===== src/rtl/key_event_decoder.sv =====
// Turns a debounced key level into single-cycle events: press, release, short, long,
// auto-repeat and double click. All timing is counted in tick_en strobes.
module key_event_decoder #(
    parameter logic        PRESSED_LEVEL = 1'b0,
    parameter logic [15:0] LONG_TICKS    = 16'd800,
    parameter logic [15:0] REPEAT_TICKS  = 16'd100,
    parameter logic [15:0] DCLICK_TICKS  = 16'd250
) (
    input  logic clk,
    input  logic reset_n,
    input  logic tick_en,
    input  logic key_lvl,
    output logic press_pulse,
    output logic release_pulse,
    output logic short_press,
    output logic long_press,
    output logic repeat_pulse,
    output logic double_click,
    output logic held
);

    typedef enum logic [2:0] {
        StArm      = 3'd0,
        StIdle     = 3'd1,
        StPressed  = 3'd2,
        StLong     = 3'd3,
        StWait2    = 3'd4,
        StPressed2 = 3'd5
    } state_e;

    state_e      state_q;
    logic [15:0] cnt_q;

    logic pressed;
    logic long_hit;
    logic repeat_hit;
    logic dclick_hit;

    assign pressed    = (key_lvl == PRESSED_LEVEL);
    assign long_hit   = tick_en && (cnt_q == LONG_TICKS - 16'd1);
    assign repeat_hit = tick_en && (cnt_q == REPEAT_TICKS - 16'd1);
    assign dclick_hit = tick_en && (cnt_q == DCLICK_TICKS - 16'd1);

    always_ff @(posedge clk) begin
        if (!reset_n) begin
            state_q       <= StArm;
            cnt_q         <= '0;
            press_pulse   <= 1'b0;
            release_pulse <= 1'b0;
            short_press   <= 1'b0;
            long_press    <= 1'b0;
            repeat_pulse  <= 1'b0;
            double_click  <= 1'b0;
            held          <= 1'b0;
        end else begin
            press_pulse   <= 1'b0;
            release_pulse <= 1'b0;
            short_press   <= 1'b0;
            long_press    <= 1'b0;
            repeat_pulse  <= 1'b0;
            double_click  <= 1'b0;
            if (tick_en) begin
                cnt_q <= cnt_q + 16'd1;
            end

            // Key edges are tested before tick conditions so an edge wins a same-cycle tick.
            unique case (state_q)
                StArm: begin
                    if (!pressed) begin
                        state_q <= StIdle;
                        cnt_q   <= '0;
                    end
                end
                StIdle: begin
                    if (pressed) begin
                        state_q     <= StPressed;
                        cnt_q       <= '0;
                        press_pulse <= 1'b1;
                        held        <= 1'b1;
                    end
                end
                StPressed: begin
                    if (!pressed) begin
                        cnt_q         <= '0;
                        release_pulse <= 1'b1;
                        held          <= 1'b0;
                        if (DCLICK_TICKS == 16'd0) begin
                            state_q     <= StIdle;
                            short_press <= 1'b1;
                        end else begin
                            state_q <= StWait2;
                        end
                    end else if (long_hit) begin
                        state_q    <= StLong;
                        cnt_q      <= '0;
                        long_press <= 1'b1;
                    end
                end
                StLong: begin
                    if (!pressed) begin
                        state_q       <= StIdle;
                        cnt_q         <= '0;
                        release_pulse <= 1'b1;
                        held          <= 1'b0;
                    end else if (repeat_hit) begin
                        cnt_q        <= '0;
                        repeat_pulse <= 1'b1;
                    end
                end
                StWait2: begin
                    if (pressed) begin
                        state_q     <= StPressed2;
                        cnt_q       <= '0;
                        press_pulse <= 1'b1;
                        held        <= 1'b1;
                    end else if (dclick_hit) begin
                        state_q     <= StIdle;
                        cnt_q       <= '0;
                        short_press <= 1'b1;
                    end
                end
                StPressed2: begin
                    if (!pressed) begin
                        state_q       <= StIdle;
                        cnt_q         <= '0;
                        release_pulse <= 1'b1;
                        double_click  <= 1'b1;
                        held          <= 1'b0;
                    end else if (long_hit) begin
                        state_q    <= StLong;
                        cnt_q      <= '0;
                        long_press <= 1'b1;
                    end
                end
                default: begin
                    state_q <= StArm;
                    cnt_q   <= '0;
                    held    <= 1'b0;
                end
            endcase
        end
    end

endmodule

===== config.mk =====
export PLATFORM = sky130hd
export DESIGN_NAME = key_event_decoder
export DESIGN_NICKNAME = d
export VERILOG_FILES = /design/src/rtl/key_event_decoder.sv
export SDC_FILE = /design/constraint.sdc
export NUM_CORES = 1
export LEC_CHECK = 0
export CAP_MARGIN = 0
export CORE_UTILIZATION = 35
export CTS_CLUSTER_SIZE = 25
export DETAILED_ROUTE_END_ITERATION = 6
export PLACE_DENSITY = 0.59
export SYNTH_ARGS = -nofsm -noshare
export SYNTH_HDL_FRONTEND = slang
export SYNTH_SLANG_ARGS = --single-unit

===== constraint.sdc =====
create_clock -name clk -period 2.6 [get_ports clk]
set_clock_uncertainty 0.1 [all_clocks]
set_input_delay 0.52 -clock clk [delete_from_list [all_inputs] [get_ports clk]]
set_output_delay 0.52 -clock clk [all_outputs]
set_load 0.02 [all_outputs]

==> results.py <==
metrics = {
    "cts": {
        "clockBufferDepth": 2,
        "post_cts_resized": 0,
        "cts.clk_slew.worst_paths_ns": 0.09,
        "clk-insertion-delay-late_ns": 0.27,
        "cts_tree": "built",
        "cts.sinks": 26,
        "cts_buffers": 3,
        "cts-hold-fix-buffers": 0,
        "cts_setup_buffers": 0,
        "htreeDepth": 1,
        "cts-root-buf": "clkbuf_8",
    },
    "drt": {
        "routed_wl_mm": 3.19,
        "post-route-drc-count": 0,
        "drt-vias-per-instance": 5.42,
        "first_pass_iters": 4,
        "initialDrtViolationCount": 98,
        "antenna_left": 0,
        "dr_total_vias": 1219,
        "routedWlPerCell_um": 14.2,
    },
    "synthesis": {
        "ys_warn_count": 0,
        "seq_area_frac_synth_pct": 34.6,
        "async_flop_share_pct": 0,
        "synth_largest_area_cell": "dfxtp_1",
        "synth.net_count": 164,
        "yosys-top-cells-area": "dfxtp_1 35%, a211oi_2 8.3%, xnor2_1 4.7%",
        "netlist_area_um2": 1500,
        "synthDistinctLibCells": 48,
        "synth_ff_type": "dfxtp_1",
        "synth_seq_cells": 26,
        "synth_top_area_share_pct": 34.6,
        "syn_inst": 158,
        "syn_avg_cell_area_um2": 9.51,
        "synth_edf_count": 0,
    },
    "die": {
        "die_w_um": 67.5,
        "core_um2": 4060,
        "io_pins": 11,
        "rows": 23,
        "die-area_um2": 4560,
        "initial_core_util_pct": 37.0,
        "die_y_um": 67.5,
    },
    "cells_and_area": {
        "instances_no_fill": 225,
        "areaGrowthSynthToFinish_pct": 15.0,
        "drive_gt1_share_pct": 20.0,
        "nets": 183,
        "n_fill_cell": 399,
        "final_area_um2": 1730,
        "diodes": 0,
    },
    "global_routing": {
        "gr-usage-all-layers_pct": 16.5,
        "grt_pass1_wl_mm": 5.57,
        "gr-total-overflow": 0,
        "grt_pass1_vias": 1206,
        "grt_max_degree": 17,
        "antenna_found_initial": 0,
    },
    "timing": {
        "hold_violations": 0,
        "period_share_pct": 93.0,
        "worst_pin_slew_ns": 0.452,
        "max_freq_mhz": 414,
        "rsz0062_at_grt": "no",
        "setup_viol": 0,
        "report.final.slew_viol_count": 0,
        "slew_headroom_pct": 69.8,
        "fin_crit_ns": 2.42,
        "finalWorstSetupSlack_ns": 0.182,
    },
    "worst_setup_path": {
        "r2r-start": "cnt_q[14]",
        "crit_start": "tick_en",
        "required_ns": 2.66,
        "path_max_fanout": 16,
        "critPathLaunchType": "input pin",
        "arrival_ns": 2.48,
        "path_class": "input pin to flop",
        "crit_path_end_kind": "flop",
    },
    "place": {
        "dp_worst_setup_slack_ns": -0.108,
        "gp_congestion": 0.831,
        "place_area_um2": 1690,
        "io_buffers": 10,
        "dp.cells": 222,
        "dp_hpwl_mm": 2.33,
    },
    "run_status": {
        "status": "complete, no violations",
    },
    "power_and_ir_drop": {
        "power_density_nw_per_um2": 440,
        "vdd_ir_drop_max_v": 0.000290,
        "leakagePower_nw": 0.533,
    },
    "flow_run": {
        "drv_cap": 0,
    },
    "worst_hold_path": {
        "min_path_type": "flop to flop",
        "worstHoldStart": "held",
    },
}
==> cells by family (layout without fill, tap and decap cells) <==
| family | after synthesis | in the layout | synth area share, % |
|---|---|---|---|
| simple gates | 65 | 65 | 25.6 |
| compound gates | 37 | 37 | 21.3 |
| flops | 26 | 26 | 34.6 |
| xor+xnor | 16 | 16 | 9.33 |
| buf+inv | 12 | 29 | 7.49 |
| fa+ha+maj | 2 | 2 | 1.67 |
==> report_power, final <==
| part | total [mW] | switching (mW) | internal, mW |
|---|---|---|---|
| clock network | 0.229 | 0.125 | 0.104 |
| logic | 0.115 | 0.0636 | 0.0511 |
| registers | 0.416 | 0.00959 | 0.406 |
==> critical path, stage by stage <==
cell and delay, ns:
clkdlybuf4s50_1 0.48, or4b_4 0.48, buf_4 0.15, nor4_1 0.34
or4_1 0.24, buf_12 0.17, a211oi_1 0.08
==> through the flow <==
stage                     power, mW  util, %  TNS (ns)  hold WS [ns]
final                         0.759     42.6         0         0.452
after CTS                     0.770     42.6         0         0.452
after detailed placement      0.540     41.6     -1.67         0.430
after global routing          0.799     42.6         0         0.495
after floorplan               0.504        -         0         0.409
after global placement        0.536     41.6     -1.72         0.430
==> state kept, by name (all words and copies together) (netlist names) <==
signal         cells
release_pulse      1
short_press        1
press_pulse        1
repeat_pulse       1
double_click       1
held               1
long_press         1
state_q            3
cnt_q             16
==> final cells by class <==
cell class	count	area [um2]	share of cell area, %
Multi-Input combinational cell	120	870	50.3
Sequential cell	26	520	30.1
Timing Repair Buffer	23	223	12.9
Tap cell	50	62.6	3.62
Clock buffer	3	41.3	2.39
Inverter	3	11.3	0.652
==> cells in the mapped netlist (4+ instances only) <==
cell type	number
a211oi_1	7
a211oi_2	10
a21oi_1	6
clkbuf_8	4
dfxtp_1	26
nand2_1	16
nand3_1	5
nand4_1	5
nor2_1	10
nor3_1	4
o21ai_0	5
xnor2_1	8
xor2_1	8
==> layout by cell type (no fill, tap or decap), drive strengths merged <==
cell            n
xnor2           8
a21oi           7
o31ai           2
nand4b          1
nor2           11
nand4bb         1
and2            1
nand4           5
or4b            1
nor3            4
o211ai          1
o2111a          1
inv             3
nor3b           1
nand3           5
nand2          16
a311oi          1
nor4            4
clkdlybuf4s50  10
buf            13
or4             2
or2             2
and4b           1
xor2            8
a31oi           1
a211oi         17
o21ai           5
clkbuf          3
nand2b          1
and4            2
nor2b           3
a21boi          1
dfxtp          26
or3             3
and3            1
ha              2
a41oi           1
==> routing by layer <==
layer  share of wire [%]  GRT usage (%)  vias to the layer above
li1                    -              -                      624
met1                  48           19.5                      578
met2                  49           29.0                       13
met3                 2.7           4.05                        4
met4                 1.0           4.79                        0
met5                   0              0                        -
==> path summary, 6_finish.rpt <==
| check | to | slack [ns] | depth (start not counted) |
|---|---|---|---|
| setup reg to reg | cnt_q[6] | 0.41 | 6 |
| hold / removal | held | 0.45 | 2 |
| hold reg to reg | held | 0.45 | 2 |
| setup / recovery | cnt_q[6] | 0.18 | 7 |
Note: power is estimated with default switching activity, not from simulation.
